## config.mk

```make
export PLATFORM = sky130hd
export DESIGN_NAME = rgb2y_pipe
export DESIGN_NICKNAME = d
export VERILOG_FILES = /design/src/rtl/rgb2y_pipe.sv
export SDC_FILE = /design/constraint.sdc
export NUM_CORES = 1
export LEC_CHECK = 0
export CAP_MARGIN = 10
export CORE_MARGIN = 2
export CORE_UTILIZATION = 45
export CTS_CLUSTER_SIZE = 8
export DETAILED_ROUTE_END_ITERATION = 8
export GPL_TIMING_DRIVEN = 0
export SLEW_MARGIN = 40
export SYNTH_ARGS = -nofsm -noshare
export SYNTH_HDL_FRONTEND = slang
export SYNTH_SLANG_ARGS = --single-unit
```

## constraint.sdc

```tcl
create_clock -name iClk -period 5.22 [get_ports iClk]
set_clock_uncertainty 0.05 [all_clocks]
set_input_delay 1.305 -clock iClk [delete_from_list [all_inputs] [get_ports iClk]]
set_output_delay 1.305 -clock iClk [all_outputs]
set_load 0.01 [all_outputs]
```

## src/rtl/rgb2y_pipe.sv

```systemverilog
// Three-stage RGB-to-luma converter: Y = (CR*R + CG*G + CB*B + rnd) >> FRAC, saturated to DW bits.
// A single advance enable stalls the whole pipeline; coefficients load only while it is empty.
module rgb2y_pipe #(
  parameter int unsigned DW      = 8,
  parameter int unsigned CW      = 17,
  parameter int unsigned FRAC    = 16,
  parameter int unsigned UW      = 2,
  parameter int unsigned ROUND   = 1,
  parameter int unsigned CR_INIT = 19595,
  parameter int unsigned CG_INIT = 38470,
  parameter int unsigned CB_INIT = 7471
) (
  input  logic          iClk,
  input  logic          iReset_n,
  input  logic          iValid,
  output logic          oReady,
  input  logic [DW-1:0] iR,
  input  logic [DW-1:0] iG,
  input  logic [DW-1:0] iB,
  input  logic [UW-1:0] iUser,
  output logic          oValid,
  input  logic          iReady,
  output logic [DW-1:0] oY,
  output logic [UW-1:0] oUser,
  input  logic          iCoefWe,
  input  logic [1:0]    iCoefSel,
  input  logic [CW-1:0] iCoefData,
  output logic          oCoefBusy
);

  localparam int unsigned PW = DW + CW;
  localparam int unsigned SW = DW + CW + 2;
  localparam logic [SW-1:0] RND = (ROUND != 0 && FRAC > 0) ? (SW'(1) << (FRAC - 1)) : '0;
  localparam logic [DW-1:0] SAT = {DW{1'b1}};

  logic          en;
  logic          coef_we;
  logic [CW-1:0] cr, cg, cb;

  logic          s1_valid;
  logic [DW-1:0] s1_r, s1_g, s1_b;
  logic [UW-1:0] s1_user;

  logic          s2_valid;
  logic [PW-1:0] p_r, p_g, p_b;
  logic [UW-1:0] s2_user;

  logic [SW-1:0] sum;
  logic [SW-1:0] shifted;
  logic [DW-1:0] y_sat;

  assign en        = ~oValid | iReady;
  assign oReady    = en | ~iReset_n;
  assign oCoefBusy = iReset_n & (s1_valid | s2_valid | oValid | iValid);
  assign coef_we   = iCoefWe & ~oCoefBusy;

  always_comb begin
    sum     = SW'(p_r) + SW'(p_g) + SW'(p_b) + RND;
    shifted = sum >> FRAC;
    y_sat   = (shifted > SW'(SAT)) ? SAT : shifted[DW-1:0];
  end

  always_ff @(posedge iClk) begin
    if (!iReset_n) begin
      s1_valid <= 1'b0;
      s1_r     <= '0;
      s1_g     <= '0;
      s1_b     <= '0;
      s1_user  <= '0;
      s2_valid <= 1'b0;
      p_r      <= '0;
      p_g      <= '0;
      p_b      <= '0;
      s2_user  <= '0;
      oValid   <= 1'b0;
      oY       <= '0;
      oUser    <= '0;
      cr       <= CW'(CR_INIT);
      cg       <= CW'(CG_INIT);
      cb       <= CW'(CB_INIT);
    end else begin
      if (en) begin
        s1_valid <= iValid;
        s1_r     <= iR;
        s1_g     <= iG;
        s1_b     <= iB;
        s1_user  <= iUser;
        s2_valid <= s1_valid;
        p_r      <= {{CW{1'b0}}, s1_r} * {{DW{1'b0}}, cr};
        p_g      <= {{CW{1'b0}}, s1_g} * {{DW{1'b0}}, cg};
        p_b      <= {{CW{1'b0}}, s1_b} * {{DW{1'b0}}, cb};
        s2_user  <= s1_user;
        oValid   <= s2_valid;
        // Output data only moves with a real pixel so it holds through bubbles.
        if (s2_valid) begin
          oY    <= y_sat;
          oUser <= s2_user;
        end
      end
      if (coef_we) begin
        case (iCoefSel)
          2'd0:    cr <= iCoefData;
          2'd1:    cg <= iCoefData;
          2'd2:    cb <= iCoefData;
          default: ;
        endcase
      end
    end
  end

endmodule

```

==> flow_summary_export.csv, run 1 <==
group,metric,value,unit
die,core.rowCount,78,
route,drt-initial-drc-count,799,
power,leakagePower,11.2,nW
sta,drv_slew,0,
synth,ys_types,77,
die,die_h,218,µm
cells_and_area,n_fill_cell,4308,
status,outcome,"complete, no violations",
grt,grt-ovfl-total,0,
sta,fin_crit_sh,0.968,
grt,grt_pass1_wl,93000,µm
cells_and_area,nets,2993,
min_path,hold_path.class,"flip-flop to flip-flop",
synth,synth_fp_nets,2894,
synth,seq_area_frac_synth,0.163,
synth,avgSynthCellArea,8.67,µm²
cells_and_area,final_common_cell,"inv_1",
placement,placed_cell_area,21900,µm²
cells_and_area,drive_above_1_share,0.0673,
sta,timing.fmax,0.198,GHz
power,max-vdd-ir-drop,0.322,mV
synth,synthCells,2368,
placement,dp_hpwl,47600,µm
power,power,6.09,mW
worst_setup_path,required,5.55,ns
power,power_density,265,nW/µm²
worst_setup_path,worstPathArrival,5.38,ns
die,die_x,218,µm
synth,synth-main-ff-cell,"dfxtp_1",
clock_network,cts_max_path_buffers,2,
clock_network,cts_tree,"built",
placement,routabilityCongestion,0.865,
synth,ys_async_sr_fraction,0,
route,wire_per_inst,18.8,µm
placement,io_buffers,62,
clock_network,clock-root-buffer,"clkbuf_16",
die,design.die.area,47400,µm²
clock_network,numCtsBuffers,17,
sta,setup_viol,0,
die,initial_core_util,0.454,
route,routed_wl,58000,µm
synth,synthesis.area,20500,µm²
clock_network,clk_pin_slew_worst_paths,0.08,ns
worst_setup_path,cp_max_fo,10,
sta,period_minus_slack,5.05,ns
route,first_pass_iters,5,
cells_and_area,layout.cells.non_filler,3081,
clock_network,htree_levels,4,
grt,grt_start_max_net_pins,18,
route,via_count,16247,
sta,grt_setup_unrepaired,"true",
clock_network,clk_latency,0.49,ns
synth,synth_edf_count,0,
route,final_antenna_net_count,0,
sta,tns,0,ns
sta,holdWs,0.415,ns
grt,grt_pass1_vias,16684,
worst_setup_path,path_class,"flip-flop to flip-flop",
sta,hold_viol_final,0,
worst_setup_path,start_kind,"flip-flop",
die,ios,63,
route,vias_per_cell,5.27,
cells_and_area,layout_common_cells,"420 x inv_1, 372 x and2_1, 318 x nand2_1, 294 x fa_1, 177 x ha_1",
route,drc,0,
flow_run,maxCapViolations,0,
cells_and_area,area_growth_syn_to_layout,12.1,%
worst_setup_path,worstSetupEndpointType,"flip-flop",
synth,ys_warn_count,0,
grt,track_usage,0.259,
sta,worstMarginPinSlew,0.783,ns
placement,dp_cells,3030,
sta,relSlewSlack,0.478,
grt,grt_antenna_before_repair,3,
synth,synth_seq_cells,167,
cells_and_area,fin_area,23000,µm²
die,core,45200,µm²
clock_network,clock-sinks,167,
state kept, by name (all words and copies together) (netlist names):
register  cells
p_b          25
p_g          25
p_r          25
cb           17
cg           17
cr           17
oY            8
s1_b          8
s1_g          8
s1_r          8
oUser         2
s1_user       2
s2_user       2
oValid        1
s1_valid      1
s2_valid      1
cell families (layout without fill, tap and decap cells):
| logic type | Yosys count | count (layout) | synth area share |
|---|---|---|---|
| AND/OR/NAND/NOR | 838 | 838 | 0.212 |
| other | 0 | 1 | 0 |
| adder cells (fa/ha/maj) | 476 | 476 | 0.398 |
| XOR/XNOR | 48 | 48 | 0.0205 |
| AO/OA/AOI/OAI | 335 | 335 | 0.114 |
| buffers and inverters | 502 | 614 | 0.0922 |
| multiplexers | 2 | 2 | 0.000975 |
| flip-flops | 167 | 167 | 0.163 |
cell usage after synthesis (all sizes together), types with 4 or more instances:
| master | count | share of area |
|---|---|---|
| or3 | 8 | 0.0024 |
| inv | 420 | 0.077 |
| a211o | 4 | 0.0018 |
| fa | 294 | 0.29 |
| nand2b | 11 | 0.0034 |
| nor2 | 29 | 0.0053 |
| a211oi | 10 | 0.0037 |
| a21boi | 78 | 0.029 |
| nand4 | 7 | 0.0021 |
| nand2 | 318 | 0.058 |
| nand3b | 4 | 0.0015 |
| xor2 | 17 | 0.0073 |
| and2 | 373 | 0.11 |
| nor3b | 5 | 0.0021 |
| o21bai | 11 | 0.0040 |
| dfxtp | 167 | 0.16 |
| ha | 182 | 0.11 |
| o32ai | 6 | 0.0038 |
| o31ai | 5 | 0.0018 |
| a21o | 21 | 0.0078 |
| clkbuf | 78 | 0.014 |
| and3 | 9 | 0.0027 |
| xnor2 | 31 | 0.013 |
| nor2b | 9 | 0.0027 |
| o22ai | 14 | 0.0043 |
| a31oi | 14 | 0.0046 |
| o21a | 17 | 0.0063 |
| nand3 | 39 | 0.0095 |
| a2111oi | 6 | 0.0047 |
| nor3 | 15 | 0.0039 |
| o21ai | 67 | 0.017 |
| o211ai | 5 | 0.0018 |
| a21oi | 50 | 0.012 |
power breakdown:
group	internal [mW]	switching [mW]
Clock	0.679	0.652
Combinational	1.36	1.81
Sequential	1.44	0.146
Total	3.49	2.61
metal layers:
metal	up-vias	track usage	wire (µm)
met5	-	0	12
met4	2	0.0932	1840
met3	87	0.0388	2380
met2	347	0.421	27000
met1	8182	0.350	26800
li1	7629	-	-
layout make-up:
class | instances | area, µm² | area share
Inverter | 421 | 1580 | 0.0687
Clock buffer | 18 | 429 | 0.0186
Tap cell | 600 | 751 | 0.0326
Buffer | 79 | 423 | 0.0184
Sequential cell | 167 | 3440 | 0.149
Clock inverter | 14 | 161 | 0.00701
Multi-Input combinational cell | 1699 | 15500 | 0.672
Antenna cell | 1 | 2.50 | 0.000109
Timing Repair Buffer | 82 | 771 | 0.0335
through the flow:
stage	util	worst slack, ns
6_report	0.510	0.168
5_1_grt	0.510	-0.0259
4_1_cts	0.504	0.00233
3_5_place_dp	0.485	-0.752
3_3_place_gp	0.485	-0.743
2_1_floorplan	-	0.327
worst max-delay path: stages (launching register included):
cell	delay [ns]
dfxtp_4	0.43
clkbuf_4	0.26
and2_1	0.16
fa_1	0.43
fa_1	0.46
fa_1	0.52
inv_1	0.06
fa_1	0.48
inv_1	0.05
ha_2	0.27
or2_1	0.27
a21oi_2	0.19
a21oi_1	0.09
a2111oi_4	0.46
o211ai_1	0.20
and3_1	0.18
or3_1	0.36
final timing paths:
check | start | slack [ns] | to | depth (start not counted)
min reg2reg | p_r[3] | 0.42 | p_r[3] | 2
max | s1_r[7] | 0.17 | p_r[23] | 16
max reg2reg | s1_r[7] | 0.17 | p_r[23] | 16
min | p_r[3] | 0.42 | p_r[3] | 2
repair_timing:
item | CTS | global route
gates cloned | 0 | 0
gates resized for setup | 82 | 77
setup endpoints to repair | 35 | 26
pin swaps | 8 | 14
hold buffers | 0 | 0
setup buffers | 6 | 13
(Power assumes the default switching activity.)
==> inputs of run 2 (changes only) <==
GPL_TIMING_DRIVEN = unset   (was 0)
==> run 2 against run 1 <==
Maximum frequency rose by 1.2%; wire length down 7.3%; flip-flop and latch count stayed put; count of clock-buffer cells in the layout down 1; largest cell class unchanged; largest power group unchanged; highest routed layer is now met4.
==> flow_summary_export.csv, run 2 (synthesis gave the netlist of run 1 again) <==
group,metric,value,unit
sta,drv_slew,0,
worst_setup_path,r2r_end,"p_r[23]",
grt,grt_pass1_vias,16506,
min_path,worstHoldStart,"p_g[2]",
sta,period_minus_slack,4.99,ns
min_path,whs_endpoint,"p_g[2]",
clock_network,cts_tree,"built",
min_path,min_path_cells,2,
worst_setup_path,critPathLaunch,"s1_r[7]",
sta,timing.fmax,0.200,GHz
cells_and_area,antenna_cells,0,
sta,setup_viol,0,
worst_setup_path,cp_max_fo,10,
power,p_clk_frac,0.217,
sta,fin_crit_sh,0.956,
placement,io_buffers,62,
worst_setup_path,worstSetupEndpointType,"flip-flop",
die,ios,63,
clock_network,cts_max_path_buffers,2,
die,core.rowCount,78,
cells_and_area,ff_latch_area,3370,µm²
worst_setup_path,start_kind,"flip-flop",
worst_setup_path,worstPathArrival,5.29,ns
placement,dp_cells,3012,
worst_setup_path,crit_path_cell_trace,"and2_1 > fa_1 > fa_1 > fa_1 > inv_1 > fa_1 > inv_1 > ha_1 > or2_1 > a21oi_1 > a21oi_1 > a2111oi_4 > o211ai_1 > and3_1 > or3_1",
die,initial_core_util,0.454,
cells_and_area,utilization,0.503,
cells_and_area,final_common_cell,"inv_1",
worst_setup_path,reg2reg_depth,15,
worst_setup_path,path_class,"flip-flop to flip-flop",
grt,grt_antenna_before_repair,0,
sta,hold_viol_final,0,
worst_setup_path,r2r-start,"s1_r[7]",
placement,dp_slack,0.0370,ns
placement,routabilityCongestion,0.919,
grt,grt_start_max_net_pins,95,
clock_network,cts_setup_buffers,0,
route,drc,0,
die,design.die.area,47400,µm²
clock_network,clock-root-buffer,"clkbuf_16",
worst_setup_path,worst_path_largest_cell_delay,0.61,ns
cells_and_area,reg.largest.list,"p_b (25), p_g (25), p_r (25)",
die,core,45200,µm²
clock_network,htree_levels,4,
flow_run,maxCapViolations,0,
worst_setup_path,cpMaxStageDelayCell,"dfxtp_1",
cells_and_area,drive_above_1_share,0.0601,
cells_and_area,area_growth_syn_to_layout,10.7,%
route,final_antenna_net_count,0,
die,die_x,218,µm
worst_setup_path,ff2ff_setup_slack,0.23,ns
grt,grt-ovfl-total,0,
cells_and_area,nets,2957,
placement,dp_hpwl,43200,µm
cells_and_area,n_fill_cell,4338,
power,power.switching,2.52,mW
grt,grt_pass1_wl,87200,µm
cells_and_area,layout_common_cells,"420 x inv_1, 372 x and2_1, 318 x nand2_1, 294 x fa_1, 182 x ha_1",
min_path,hold_path.class,"flip-flop to flip-flop",
clock_network,clock-sinks,167,
power,swShare,0.422,
die,die_h,218,µm
power,power_frac_seq,0.267,
power,leakagePower,11.2,nW
cells_and_area,multi_input_area,15400,µm²
power,power_density,263,nW/µm²
clock_network,numCtsBuffers,17,
grt,track_usage,0.237,
clock_network,ctsHoldBuffers,0,
clock_network,clk_pin_slew_worst_paths,0.07,ns
worst_setup_path,required,5.52,ns
power,cellInternalPower,3.45,mW
route,drt-initial-drc-count,846,
route,via_count,15758,
route,first_pass_iters,5,
sta,fin_ws,0.227,ns
power,max-vdd-ir-drop,0.283,mV
sta,relSlewSlack,0.533,
clock_network,clk_latency,0.47,ns
route,routed_wl,53800,µm
sta,tns,0,ns
worst_setup_path,cpMostUsedCell,"fa_1",
route,vias_per_cell,5.18,
power,power_frac_comb,0.516,
status,outcome,"complete, no violations",
route,wire_per_inst,17.7,µm
clock_network,cts_resized,0,
sta,worstMarginPinSlew,0.700,ns
cells_and_area,layout.cells.non_filler,3044,
[run 2: cell count changes in the layout (fill, tap and decap cells not counted), moves of 3 or more]
cell,previous run,this run
a21oi_1,45,49
a21oi_2,5,1
buf_4,25,62
buf_6,5,2
clkbuf_1,52,0
clkbuf_2,8,0
clkbuf_4,3,0
clkbuf_8,4,0
dfxtp_1,125,143
dfxtp_4,17,0
ha_1,177,182
ha_2,4,0
[run 2: worst max-delay path: cells and delay by family, from the launching register on]
| kind | cells | cell delay (ns) |
|---|---|---|
| flops | 1 | 0.61 |
| compound gates | 4 | 0.91 |
| simple gates | 4 | 1.01 |
| fa+ha+maj | 5 | 2.17 |
| buf+inv | 2 | 0.09 |
[run 2: stage by stage]
step | power, mW | hold WS [ns] | cell area (µm²)
global route | 6.51 | 0.440 | 22700
detailed placement | 4.67 | 0.411 | 22100
finish | 5.97 | 0.415 | 22700
global placement | 4.61 | 0.404 | 22100
floorplan | 3.85 | 0.389 | 20500
CTS | 5.99 | 0.420 | 22600
[run 2: power by group through the flow]
stage                     Clock [mW]  Combinational, mW  Sequential, mW
final                           1.29               3.08            1.59
after global routing            1.36               3.54            1.61
after CTS                       1.32               3.08            1.59
after detailed placement           0               3.05            1.62
after global placement             0               2.99            1.61
after floorplan                    0               2.30            1.55
[run 2: worst max path at each step]
| stage | endpoint | slack [ns] | cells after the start |
|---|---|---|---|
| finish | p_r[23] | 0.23 | 15 |
| global route | p_r[23] | -0.008 | 15 |
| CTS | p_b[23] | 0.03 | 17 |
| detailed placement | p_b[23] | 0.04 | 17 |
| global placement | p_r[22] | 0.1 | 16 |
| floorplan | p_g[21] | 0.33 | 17 |
[run 2: area by class of cell]
class	count	share of cell area
tap	600	0.0330
sequential	167	0.148
multi-input combinational	1699	0.676
timing repair buffer	125	0.0483
clock buffer	17	0.0187
clock inverter	15	0.00622
inverter	421	0.0695
[run 2: layer usage]
metal | up-vias | part of all wire | global-route usage
met1 | 7820 | 0.45 | 0.314
met5 | - | 0 | 0
met4 | 0 | 0.031 | 0.0799
met2 | 319 | 0.47 | 0.395
met3 | 81 | 0.042 | 0.0384
li1 | 7538 | - | -
